--- src/rtl/tetrimino_locker.sv ---
// Lock stage of the drop path: merges a landed piece into the settled board,
// then scans bottom-up and collapses every full row before reporting back.
module tetrimino_locker #(
    parameter int ROWS  = 8,
    parameter int COLS  = 8,
    parameter int TOT_W = 8,
    localparam int YW   = $clog2(ROWS),
    localparam int XW   = $clog2(COLS)
) (
    input  logic                           clk,
    input  logic                           reset,
    input  logic                           clear_board,
    input  logic                           lock_req,
    input  logic [XW-1:0]                  inX3,
    input  logic [XW-1:0]                  inX2,
    input  logic [XW-1:0]                  inX1,
    input  logic [XW-1:0]                  inX0,
    input  logic [YW-1:0]                  inY3,
    input  logic [YW-1:0]                  inY2,
    input  logic [YW-1:0]                  inY1,
    input  logic [YW-1:0]                  inY0,
    output logic [ROWS-1:0][COLS-1:0]      matrixOut,
    output logic                           busy,
    output logic                           done,
    output logic [3:0]                     lines_cleared,
    output logic [TOT_W-1:0]               total_lines,
    output logic                           top_out
);

    typedef enum logic [1:0] {
        IDLE = 2'd0,
        SCAN = 2'd1,
        DONE = 2'd2
    } state_t;

    localparam logic [YW-1:0] ROW_LAST = YW'(ROWS - 1);

    state_t                   state_q, state_d;
    logic [ROWS-1:0][COLS-1:0] board_q, board_d;
    logic [YW-1:0]            row_q, row_d;
    logic [3:0]               lines_q, lines_d;
    logic [TOT_W-1:0]         total_q, total_d;
    logic                     top_q, top_d;

    logic [XW-1:0]            cell_x [4];
    logic [YW-1:0]            cell_y [4];
    logic [ROWS-1:0][COLS-1:0] piece_mask;

    assign cell_x[0] = inX0;
    assign cell_x[1] = inX1;
    assign cell_x[2] = inX2;
    assign cell_x[3] = inX3;
    assign cell_y[0] = inY0;
    assign cell_y[1] = inY1;
    assign cell_y[2] = inY2;
    assign cell_y[3] = inY3;

    // Duplicate or already-occupied cells simply OR in; no error path exists.
    always_comb begin
        piece_mask = '0;
        for (int i = 0; i < 4; i++) begin
            piece_mask[cell_y[i]][cell_x[i]] = 1'b1;
        end
    end

    // NOTE: every signal this block drives gets a default first, so no path can infer a latch.
    always_comb begin
        state_d = state_q;
        board_d = board_q;
        row_d   = row_q;
        lines_d = lines_q;
        total_d = total_q;
        top_d   = top_q;

        if (clear_board) begin
            state_d = IDLE;
            board_d = '0;
            row_d   = ROW_LAST;
            lines_d = '0;
            total_d = '0;
            top_d   = 1'b0;
        end else begin
            unique case (state_q)
                IDLE: begin
                    if (lock_req) begin
                        board_d = board_q | piece_mask;
                        lines_d = '0;
                        row_d   = ROW_LAST;
                        state_d = SCAN;
                    end
                end

                SCAN: begin
                    if (&board_q[row_q]) begin
                        // Shift everything above the full row down by one; r stays put so
                        // the row that dropped into place is examined on the next edge.
                        for (int y = 1; y < ROWS; y++) begin
                            if (YW'(y) <= row_q) begin
                                board_d[y] = board_q[y-1];
                            end
                        end
                        board_d[0] = '0;
                        lines_d    = lines_q + 4'd1;
                        total_d    = (total_q == '1) ? total_q : total_q + 1'b1;
                    end else if (row_q != '0) begin
                        row_d = row_q - 1'b1;
                    end else begin
                        state_d = DONE;
                        top_d   = top_q | (|board_q[0]);
                    end
                end

                DONE: begin
                    state_d = IDLE;
                end

                default: begin
                    state_d = IDLE;
                end
            endcase
        end
    end

    // NOTE: the board is a plain flop array, not a RAM, so it can and must be reset with the rest.
    always_ff @(posedge clk or posedge reset) begin
        if (reset) begin
            state_q <= IDLE;
            board_q <= '0;
            row_q   <= ROW_LAST;
            lines_q <= '0;
            total_q <= '0;
            top_q   <= 1'b0;
        end else begin
            state_q <= state_d;
            board_q <= board_d;
            row_q   <= row_d;
            lines_q <= lines_d;
            total_q <= total_d;
            top_q   <= top_d;
        end
    end

    assign matrixOut     = board_q;
    assign busy          = (state_q != IDLE);
    assign done          = (state_q == DONE);
    assign lines_cleared = lines_q;
    assign total_lines   = total_q;
    assign top_out       = top_q;

endmodule
--- config.mk ---
export PLATFORM = sky130hd
export DESIGN_NAME = tetrimino_locker
export DESIGN_NICKNAME = d
export VERILOG_FILES = /design/src/rtl/tetrimino_locker.sv
export SDC_FILE = /design/constraint.sdc
export NUM_CORES = 1
export LEC_CHECK = 0
export ABC_AREA = 1
export CORE_MARGIN = 8
export CORE_UTILIZATION = 55
export CTS_CLUSTER_SIZE = 16
export DETAILED_ROUTE_END_ITERATION = 12
export PLACE_DENSITY = 0.79
export SETUP_SLACK_MARGIN = 0.3
export SYNTH_ARGS = -nofsm -noshare
export SYNTH_HDL_FRONTEND = slang
export SYNTH_SLANG_ARGS = --single-unit
--- constraint.sdc ---
create_clock -name clk -period 6.35 [get_ports clk]
set_input_delay 1.5875 -clock clk [delete_from_list [all_inputs] [get_ports clk]]
set_output_delay 1.5875 -clock clk [all_outputs]
set_load 0.05 [all_outputs]
Yosys cells after proc, flatten, opt, wreduce, memory -nomap -nowiden
Index checks and enable logic that the tools add are counted.
W data, S select, Z words.
{"block": "classes", "addsub": 3, "magnitude_cmp": 24, "n_eq_ne": 18, "muxes": 51, "bitwise": 5, "n_reduce_logical": 28}
{"op": "$or A64 B64 Y64", "count": 4}
{"op": "$mux W64", "count": 3}
{"op": "$mux W8", "count": 16}
{"op": "$pmux W64 S2", "count": 1}
{"op": "$demux W8 S3", "count": 4}
{"op": "$lt A3 B4 Y1 const B", "count": 9}
{"op": "$ne A3 B3 Y1 const B", "count": 12}
{"op": "$reduce_and A4 Y1", "count": 8}
{"op": "$bmux W8 S3", "count": 1}
{"op": "$ge A3 B1 Y1 const B", "count": 8}
{"op": "$demux W1 S3", "count": 4}
{"op": "$le A3 B3 Y1 const A", "count": 4}
{"op": "$mux W3", "count": 4}
{"op": "$mux W4", "count": 3}
{"op": "$reduce_and A3 Y1", "count": 4}
{"op": "$add A8 B1 Y8 const B", "count": 1}
{"op": "$eq A8 B8 Y1 const B", "count": 1}
{"op": "$logic_and A1 B1 Y1", "count": 8}
{"op": "$mux W1", "count": 8}
{"op": "$mux W2", "count": 4}
{"op": "$pmux W4 S2", "count": 1}
{"op": "$reduce_and A8 Y1", "count": 1}
{"op": "$reduce_or A8 Y1", "count": 1}
{"op": "$le A2 B3 Y1 const A", "count": 2}
{"op": "other kinds (12)", "count": 17}
{"block": "totals", "ff_bits": 82, "in_bits": 28, "output_inout_bits": 79}

Depth between registers and ports, before layout
Gate-level depths: netlist (run 1).
{"block": "logic_depth", "word_depth": 13, "ltp_mapped": 12}

Worst setup path after synthesis (run 1)
Ideal clock, no wire load.
{"block": "synth_timing", "path_kind": "in2reg", "start": "input clear_board", "end": "register board_q, in the netlist matrixOut[24]", "t_arrival_ps": 2728, "required_time_ps": 6230, "setup_slack_ps": 3502, "path_stages": 10, "path_buffers": 4, "path_cell_list": "buf_4 > inv_2 > nand2_1 > nor2_2 > a21oi_2 > buf_4 > buf_6 > buf_4 > nand4_1 > nand2_1"}
{"block": "synth_via", "elab_chain_cells": 2, "elab_cells_between_ends": 6}
{"item": "start: declaration", "line": "12", "source": "input logic clear_board,"}
{"item": "$ne A3 B3 Y1 (no line) or $reduce_bool A3 Y1 (tied branches)"}
{"item": "$reduce_and A4 Y1 (no line)"}
{"item": "end signal: assignment", "line": "135", "source": "board_q <= board_d;"}
{"item": "end: declaration", "line": "39", "source": "logic [ROWS-1:0][COLS-1:0] board_q, board_d;"}
Several ways; a longest one is shown, not always the timed one.
A chain may end at the register's enable or synchronous reset.

Final worst setup path (run 1)
{"block": "layout_timing", "start": "input clear_board", "end": "register board_q, in the netlist matrixOut[54]"}
Same word-level chain as after synthesis.

==> impl_metrics.py, run 1 <==
metrics = {
    "status": {
        "outcome": "finished clean",
    },
    "die": {
        "core_area_um2": 12520,
        "io_pins": 107,
        "rows": 41,
        "initial_core_util": 0.5584,
        "dieArea_um2": 16570,
        "fp.dieH_um": 128.7,
        "die_width_um": 128.7,
    },
    "timing": {
        "setup_viol": 0,
        "max_freq_mhz": 237.5,
        "tns_ps": 0,
        "finalClockSkew_ps": 5.680,
        "hold_slack_ps": 524.6,
        "drv_slew": 0,
        "fin_crit_ps": 4210,
        "min_period_over_period": 0.6630,
        "worstMarginPinSlew_ps": 1272,
        "rsz0062_at_grt": "no",
        "max-slew-margin-rel": 0.1451,
        "hold_viol": 0,
        "finalWorstSetupSlack_ps": 2140,
    },
    "clock_network": {
        "clkTransAtPathRegs_ps": 60,
        "ctsResizeCount": 0,
        "numCtsBuffers": 9,
        "clock-root-buffer": "clkbuf_16",
        "post_cts_buffers": 0,
        "clock-sinks": 82,
        "clk-insertion-delay-late_ps": 350,
        "ctsHtreeMaxLevel": 3,
        "cts_tree": "built",
        "cts_buffer_depth": 2,
        "postCtsHoldBufs": 0,
    },
    "synthesis": {
        "synth_cell_types": 36,
        "synth_flop_cell": "dfrtp_1",
        "syn_inst": 1133,
        "yosys-top-cells-count": "371 x nand2_1, 121 x nand3_1, 117 x nor2_1, 100 x inv_1, 95 x a21oi_1",
        "yosys_register_bits": 82,
        "synth_edf_count": 0,
        "ys_warn_count": 0,
        "yosysTopAreaCell": "dfrtp_1",
        "seq_area_frac_synth": 0.2941,
        "yosys-top-cells-area": "dfrtp_1 28%, nand2_1 20%, nand3_1 8.7%",
        "async_reset_ff_frac": 1.000,
        "synth_top_area_frac": 0.2828,
        "avgSynthCellArea_um2": 6.169,
        "mappedNetlistNets": 1167,
        "synth.most_common_cell": "nand2_1",
        "netlist_area_um2": 6989,
    },
    "worst_hold_path": {
        "hold_start": "lines_cleared[3]$_DFFE_PP0P_",
        "hold-path-endpoint": "lines_cleared[3]$_DFFE_PP0P_",
        "hp-class": "register to register",
        "whs_path_depth": 2,
    },
    "critical_path": {
        "crit_family": "buffers and inverters",
        "crit_buf_inv": 2,
        "r2r_cells": 10,
        "worst_path_most_repeated_cell": "nand2_1",
        "cp_slowest_stage_delay_ps": 760,
        "worstPathCellList": "clkdlybuf4s50_1, inv_2, nand2_1, nor2_2, a21oi_4, nand3_1, nand2_1, nand2_1",
        "worstSetupPathType": "input port to register",
        "ff2ff_setup_slack_ps": 3420,
        "end_kind": "register",
        "slowest_stage": "clkdlybuf4s50_1",
        "timing.rr.start": "row_q[0]$_DFFE_PP1P_",
        "worstPathArrival_ps": 4440,
        "critPathLaunchType": "input port",
        "reg2reg_to": "matrixOut[54]$_DFFE_PP0P_",
        "cp_max_fo": 36,
        "crit_required_ps": 6580,
    },
    "power_and_ir_drop": {
        "total_power_mw": 2.710,
        "leakagePower_nw": 3.975,
        "pwr-share-clk": 0.183,
        "p_switching_mw": 1.423,
        "p_comb_frac": 0.511,
        "seq_power_share": 0.306,
        "p_int_mw": 1.286,
        "pwr_density_cell_nw_per_um2": 323.0,
        "ir_worst_vdd_mv": 0.2929,
        "swShare": 0.5253,
    },
    "placed_design": {
        "gp_congestion": 1.070,
        "placed_cells": 1383,
        "portBuffers": 106,
        "pre_cts_ws_ps": 1919,
        "hpwl_um": 19370,
    },
    "global_routing": {
        "grt_pass1_wl_um": 42170,
        "grt_max_degree": 65,
        "gr-total-overflow": 0,
        "grtUsageTotal": 0.3291,
        "antenna_found_initial": 0,
        "first_global_vias": 7665,
    },
    "final_layout": {
        "stdcell_count": 1399,
        "drive_gt1_frac": 0.05868,
        "synthToLayoutAreaGrowth_pct": 20.01,
        "diodes": 0,
        "final_nets": 1256,
    },
    "routing": {
        "wl_um": 27580,
        "vias_per_cell": 6.168,
        "drc": 0,
        "drt.antenna.violating_nets": 0,
        "drt-initial-drc-count": 1541,
        "firstDrtPassIters": 7,
        "wire_per_inst_um": 19.71,
        "vias": 8629,
    },
    "job": {
        "cap_violations": 0,
    },
}
state kept, by name, summed over array words and instances (netlist names):
signal	cells
top_out	1
state_q	2
row_q	3
lines_cleared	4
matrixOut	64
total_lines	8
metal layers:
layer  wire, um  track usage
met4       1016       0.1244
met1      11130       0.4480
met3       3837      0.09930
met2      11560       0.4784
met5         28      0.01543
placed cells by master, fill, tap and decap left out, drive strengths merged:
master         Yosys  layout
clkinvlp           0       1
nand2            374     374
inv              108     109
ha                 6       6
a21oi             97      97
dfrtp             79      79
or2                6       6
nor4               2       2
o211ai             5       5
o21ai             69      69
dfstp              3       3
clkbuf            13       9
nand3            126     126
nor3              21      21
nand3b             8       8
buf               23       8
xor2               4       4
nand4             68      68
clkdlybuf4s50      0     106
nor2             121     121
clkinv             0       5
power by group through the flow:
stage / Combinational, mW / Sequential (mW) / Clock [mW]
after global placement: 1.34 / 0.828 / 0
after CTS: 1.36 / 0.819 / 0.505
after floorplan: 0.677 / 1.07 / 0
final: 1.38 / 0.829 / 0.497
after detailed placement: 1.36 / 0.827 / 0
after global routing: 1.48 / 0.840 / 0.521
cell families after synthesis:
family,count (synthesis),share of synthesized area
simple gates,726,0.4723
compound gates,171,0.1264
buf+inv,144,0.09148
flops,82,0.2941
fa+ha+maj,6,0.01074
xor+xnor,4,0.005012
worst reg2reg max path: stages, from the launching register on:
cell      delay (ps)
dfstp_2          780
nand2_1          100
inv_1             70
nand3b_1         180
nand3_1          150
nand3_2          170
nand4_4          100
buf_4            520
nand3_1          480
nand2_1          180
nand2_1           80
worst max path at each step:
stage                     start                      endpoint  cells after the start
floorplan                 reset  lines_cleared[0]$_DFFE_PP0P_                      1
global placement    clear_board     matrixOut[41]$_DFFE_PP0P_                      8
detailed placement  clear_board      matrixOut[0]$_DFFE_PP0P_                      7
CTS                 clear_board     matrixOut[21]$_DFFE_PP0P_                      8
global route        clear_board     matrixOut[55]$_DFFE_PP0P_                      8
finish              clear_board     matrixOut[54]$_DFFE_PP0P_                      8
through the flow:
| step | util | cell area (um2) |
|---|---|---|
| finish | 0.6701 | 8388 |
| global route | 0.6701 | 8388 |
| CTS | 0.6701 | 8388 |
| detailed placement | 0.6479 | 8110 |
| global placement | 0.6479 | 8110 |
| floorplan | - | 6989 |
area by class of cell:
cell class                      count  area [um2]
Multi-Input combinational cell    907        4307
Fill cell                        1183        4129
Sequential cell                    82        2056
Timing Repair Buffer              114        1121
Inverter                          108       411.6
Clock buffer                        9       225.2
Tap cell                          172       215.2
Clock inverter                      7       52.55
Power figures use the tool's default switching activity.
==> run 2, diff against run 1 <==
CORE_UTILIZATION = 50   (was 55)
PLACE_DENSITY = 0.76   (was 0.79)
clock period = 3.86 ns   (was 6.35 ns; I/O delays follow)
==> run 2 against run 1 <==
Compared with the run above:
- first-iteration DRC count down 20%
- die area grew 8.7%
- design area grew 2.0%
- routed wire length rose by 1.5%
- cell count is 1.4% higher
- sequential share of layout area shrank 0.47 points
- global-route usage decreased by 2.0 points
==> impl_metrics.py, run 2 (same netlist as run 1, synthesis figures left out) <==
metrics = {
    "placed_design": {
        "portBuffers": 106,
        "gp_congestion": 0.9889,
        "placed_area_um2": 8228,
        "hpwl_um": 19920,
    },
    "power_and_ir_drop": {
        "pwr-share-clk": 0.206,
        "p_switching_mw": 2.324,
        "p_int_mw": 2.280,
        "ir_worst_vdd_mv": 0.4945,
        "seq_power_share": 0.297,
        "pwr_density_cell_nw_per_um2": 538.3,
        "leakagePower_nw": 4.060,
        "swShare": 0.5047,
        "p_comb_frac": 0.497,
    },
    "global_routing": {
        "first_global_vias": 7762,
        "grtUsageTotal": 0.3092,
        "antenna_found_initial": 0,
        "grt_pass1_wl_um": 43590,
        "grt_max_degree": 66,
        "gr-total-overflow": 0,
    },
    "critical_path": {
        "cp_max_fo": 65,
        "crit_buf_inv": 3,
        "critPathLaunchType": "input port",
        "crit_required_ps": 4100,
        "worstPathCellList": "clkdlybuf4s50_1, inv_2, nand2_1, nor2_2, a21oi_4, buf_12, nand3_1, nand2_1, nand2_1",
        "crit_family": "buffers and inverters",
        "worstSetupPathType": "input port to register",
        "slowest_stage": "clkdlybuf4s50_1",
        "end_kind": "register",
        "worstPathArrival_ps": 3260,
        "worst_path_most_repeated_cell": "nand2_1",
        "cp_slowest_stage_delay_ps": 760,
    },
    "timing": {
        "fin_crit_ps": 3026,
        "drv_slew": 0,
        "max_freq_mhz": 330.5,
        "finalClockSkew_ps": 7.861,
        "hold_viol": 0,
        "rsz0062_at_grt": "no",
        "worstMarginPinSlew_ps": 783.0,
        "max-slew-margin-rel": 0.4751,
        "setup_viol": 0,
        "tns_ps": 0,
        "min_period_over_period": 0.7838,
    },
    "clock_network": {
        "cts_buffer_depth": 2,
        "post_cts_buffers": 0,
        "clock-root-buffer": "clkbuf_16",
        "clock-sinks": 82,
        "numCtsBuffers": 9,
        "clk-insertion-delay-late_ps": 360,
        "ctsResizeCount": 0,
        "clkTransAtPathRegs_ps": 60,
        "postCtsHoldBufs": 0,
        "cts_tree": "built",
        "ctsHtreeMaxLevel": 3,
    },
    "die": {
        "dieArea_um2": 18020,
        "io_pins": 107,
        "core_area_um2": 13770,
        "die_width_um": 134.2,
        "initial_core_util": 0.5074,
        "rows": 43,
        "fp.dieH_um": 134.2,
    },
    "routing": {
        "firstDrtPassIters": 8,
        "wire_per_inst_um": 19.72,
        "wl_um": 27980,
        "drt-initial-drc-count": 1239,
        "drc": 0,
        "vias": 8435,
        "drt.antenna.violating_nets": 0,
        "vias_per_cell": 5.944,
    },
    "final_layout": {
        "postLayoutCellArea_um2": 8553,
        "final_common_cell": "nand2_1",
        "final_nets": 1267,
        "synthToLayoutAreaGrowth_pct": 22.38,
        "final_cell_mix": "371 x nand2_1, 121 x nand3_1, 117 x nor2_1",
        "largest_reg_flops": 64,
        "drive_gt1_frac": 0.06543,
    },
    "status": {
        "outcome": "finished clean",
    },
    "worst_hold_path": {
        "hp-class": "register to register",
    },
    "job": {
        "cap_violations": 0,
    },
}
[run 2: path summary, 6_finish.rpt]
check / from / to / slack [ps] / cells past startpoint
hold reg to reg: lines_cleared[3]$_DFFE_PP0P_ / lines_cleared[3]$_DFFE_PP0P_ / 510 / 2
setup reg to reg: row_q[0]$_DFFE_PP1P_ / matrixOut[30]$_DFFE_PP0P_ / 1200 / 10
setup / recovery: clear_board / matrixOut[30]$_DFFE_PP0P_ / 830 / 9
hold / removal: lines_cleared[3]$_DFFE_PP0P_ / lines_cleared[3]$_DFFE_PP0P_ / 510 / 2
max in group asynchronous: reset / row_q[1]$_DFFE_PP1P_ / 2180 / 3
min in group asynchronous: reset / matrixOut[36]$_DFFE_PP0P_ / 990 / 2
[run 2: worst reg2reg max path: stages (launching register included)]
cell and delay [ps]:
dfstp_2 780, nand2_1 100, inv_1 70, nand3b_1 190, nand3_1 170, nand3_2 170
nand4_4 110, buf_4 390, nand3_1 350, nand2_1 160, nand2_1 60
[run 2: layout make-up]
class | count | area [um2]
fill | 1363 | 5220
clock inverter | 4 | 76.32
tap | 180 | 225.2
antenna | 1 | 2.502
clock buffer | 12 | 246.5
timing repair buffer | 125 | 1229
multi-input combinational | 907 | 4307
inverter | 108 | 411.6
sequential | 82 | 2056
[run 2: metal layers]
layer | track usage | wire length, um
met1 | 0.4239 | 11780
met4 | 0.1497 | 1112
met2 | 0.4376 | 11760
met3 | 0.08377 | 3331
met5 | 0 | 0
[run 2: power groups by stage]
stage / clock, mW / sequential [mW] / combinational, mW
after floorplan: 0 / 1.76 / 1.11
final: 0.949 / 1.37 / 2.29
after CTS: 0.955 / 1.35 / 2.27
after global routing: 0.990 / 1.38 / 2.46
after global placement: 0 / 1.36 / 2.24
after detailed placement: 0 / 1.36 / 2.26
[run 2: through the flow]
step	power [mW]	cells	utilization	hold slack [ps]	worst slack [ps]
after floorplan	2.874	1133	-	484.8	791.5
after CTS	4.573	1418	0.6208	519.1	867.2
after global placement	3.606	1402	0.5974	496.6	613.2
final	4.604	1419	0.6210	513.0	834.4
after detailed placement	3.621	1402	0.5974	501.4	501.3
after global routing	4.831	1418	0.6208	557.6	628.9
==> run 3, diff against run 2 <==
CORE_UTILIZATION = 55   (was 50)
PLACE_DENSITY = 0.79   (was 0.76)
clock period = 3.1 ns   (was 3.86 ns; I/O delays follow)
==> run 3 against run 2 <==
Compared with the run above:
- design area rose by 1.7%
- sequential cell count unchanged
- die area decreased by 8.0%
- cell count rose by 1.1%
- non-clock buffer count grew 24
- clock-buffer cell count is 3 lower
- global-route usage is 2.6 points higher
- setup slack worse by 290 ps
- routed wire length about the same
- highest routed layer unchanged
==> impl_metrics.py, run 3 (same netlist as run 1, synthesis figures left out) <==
metrics = {
    "status": {
        "outcome": "finished clean",
    },
    "clock_network": {
        "numCtsBuffers": 9,
        "cts_tree": "built",
        "ctsResizeCount": 0,
        "ctsHtreeMaxLevel": 3,
        "clock-root-buffer": "clkbuf_16",
        "clock-sinks": 82,
        "cts_buffer_depth": 2,
        "postCtsHoldBufs": 0,
        "clkTransAtPathRegs_ps": 60,
        "post_cts_buffers": 0,
        "clk-insertion-delay-late_ps": 360,
    },
    "critical_path": {
        "worstPathArrival_ps": 1780,
        "r2r_cells": 10,
        "reg2reg_to": "lines_cleared[2]$_DFFE_PP0P_",
        "cp_max_fo": 3,
        "crit_required_ps": 2320,
        "timing.rr.start": "row_q[0]$_DFFE_PP1P_",
        "startpoint": "state_q[1]$_DFFE_PP0P_",
        "critPathLaunchType": "register",
        "ff2ff_setup_slack_ps": 570,
        "worstSetupPathType": "register to output port",
        "end_kind": "output port",
        "critPathCapture": "done",
    },
    "routing": {
        "wl_um": 27980,
        "firstDrtPassIters": 7,
        "wire_per_inst_um": 19.51,
        "vias": 8729,
        "drt.antenna.violating_nets": 0,
        "drt-initial-drc-count": 1456,
        "vias_per_cell": 6.087,
        "drc": 0,
    },
    "global_routing": {
        "grtUsageTotal": 0.3352,
        "gr-total-overflow": 0,
        "first_global_vias": 7779,
        "grt_max_degree": 58,
        "antenna_found_initial": 0,
        "grt_pass1_wl_um": 43000,
    },
    "power_and_ir_drop": {
        "p_int_mw": 2.722,
        "total_power_mw": 5.677,
        "pwr_density_cell_nw_per_um2": 652.5,
        "pwr-share-clk": 0.184,
        "p_comb_frac": 0.520,
        "leakagePower_nw": 4.156,
        "seq_power_share": 0.296,
        "swShare": 0.5205,
        "p_switching_mw": 2.955,
        "ir_worst_vdd_mv": 0.6528,
    },
    "die": {
        "initial_core_util": 0.5584,
        "rows": 41,
        "fp.dieH_um": 128.7,
        "core_area_um2": 12520,
        "die_width_um": 128.7,
        "io_pins": 107,
        "dieArea_um2": 16570,
    },
    "final_layout": {
        "synthToLayoutAreaGrowth_pct": 24.47,
        "final_cell_mix": "371 x nand2_1, 121 x nand3_1, 117 x nor2_1",
        "fill_cells": 1181,
        "postLayoutCellArea_um2": 8700,
        "diodes": 0,
        "largest_reg_flops": 64,
        "final_nets": 1291,
        "final_common_cell": "nand2_1",
        "drive_gt1_frac": 0.08479,
    },
    "timing": {
        "rsz0062_at_grt": "no",
        "setup_viol": 0,
        "hold_viol": 0,
        "max_freq_mhz": 391.5,
        "fin_crit_ps": 2554,
        "tns_ps": 0,
        "max-slew-margin-rel": 0.5419,
        "finalClockSkew_ps": 5.094,
        "min_period_over_period": 0.8239,
        "hold_slack_ps": 533.3,
        "worstMarginPinSlew_ps": 685.7,
        "drv_slew": 0,
    },
    "placed_design": {
        "hpwl_um": 19930,
        "portBuffers": 106,
        "gp_congestion": 1.004,
        "placed_area_um2": 8413,
    },
    "worst_hold_path": {
        "hp-class": "register to register",
    },
    "job": {
        "cap_violations": 0,
    },
}
## run 3: cell types whose count changed in the layout (fill, tap and decap cells not counted), sizes merged
cell	delta
inv	+3
bufinv	-2
diode	-1
clkinvlp	+2
buf	+24
clkbuf	-3
## run 3: cell type report
class | count | area (um2) | area share
multi-input cells | 907 | 4307 | 0.4950
clock buffers | 9 | 225.2 | 0.02589
flip-flops and latches | 82 | 2056 | 0.2363
well taps | 172 | 215.2 | 0.02474
inverters | 108 | 414.1 | 0.04761
clock inverters | 7 | 61.31 | 0.007047
repair buffers | 149 | 1421 | 0.1634
## run 3: critical path, cell delays in order, from the launching register on
cell	delay, ps
dfrtp_1	420
inv_2	70
nor2_1	110
clkdlybuf4s50_1	810
## run 3: stage by stage
step	setup WS, ps	instances	util
2_1_floorplan	1050	1133	-
3_3_place_gp	330.3	1418	0.6721
3_5_place_dp	318.7	1418	0.6721
4_1_cts	529.7	1434	0.6950
5_1_grt	434.7	1434	0.6950
6_report	545.8	1434	0.6950
## run 3: how the worst min path moves through the flow
stage	start	end	depth (start not counted)
finish	matrixOut[8]$_DFFE_PP0P_	matrixOut[8]$_DFFE_PP0P_	2
global route	matrixOut[8]$_DFFE_PP0P_	matrixOut[8]$_DFFE_PP0P_	2
CTS	matrixOut[8]$_DFFE_PP0P_	matrixOut[8]$_DFFE_PP0P_	2
detailed placement	matrixOut[8]$_DFFE_PP0P_	matrixOut[8]$_DFFE_PP0P_	2
global placement	lines_cleared[3]$_DFFE_PP0P_	lines_cleared[3]$_DFFE_PP0P_	2
floorplan	row_q[1]$_DFFE_PP1P_	row_q[1]$_DFFE_PP1P_	2
## run 3: routing by layer
metal	track usage	part of all wire	up-vias
met2	0.4772	0.42	648
met5	0	0	-
met4	0.1320	0.040	0
met3	0.1076	0.14	111
li1	-	-	4013
met1	0.4603	0.40	3957
## run 3: power by group through the flow
stage                     Clock, mW  Combinational, mW  Sequential [mW]
after floorplan                   0               1.39             2.19
after global placement            0               2.87             1.68
after detailed placement          0               2.89             1.67
after CTS                      1.05               2.91             1.66
after global routing           1.08               3.15             1.70
final                          1.05               2.95             1.68
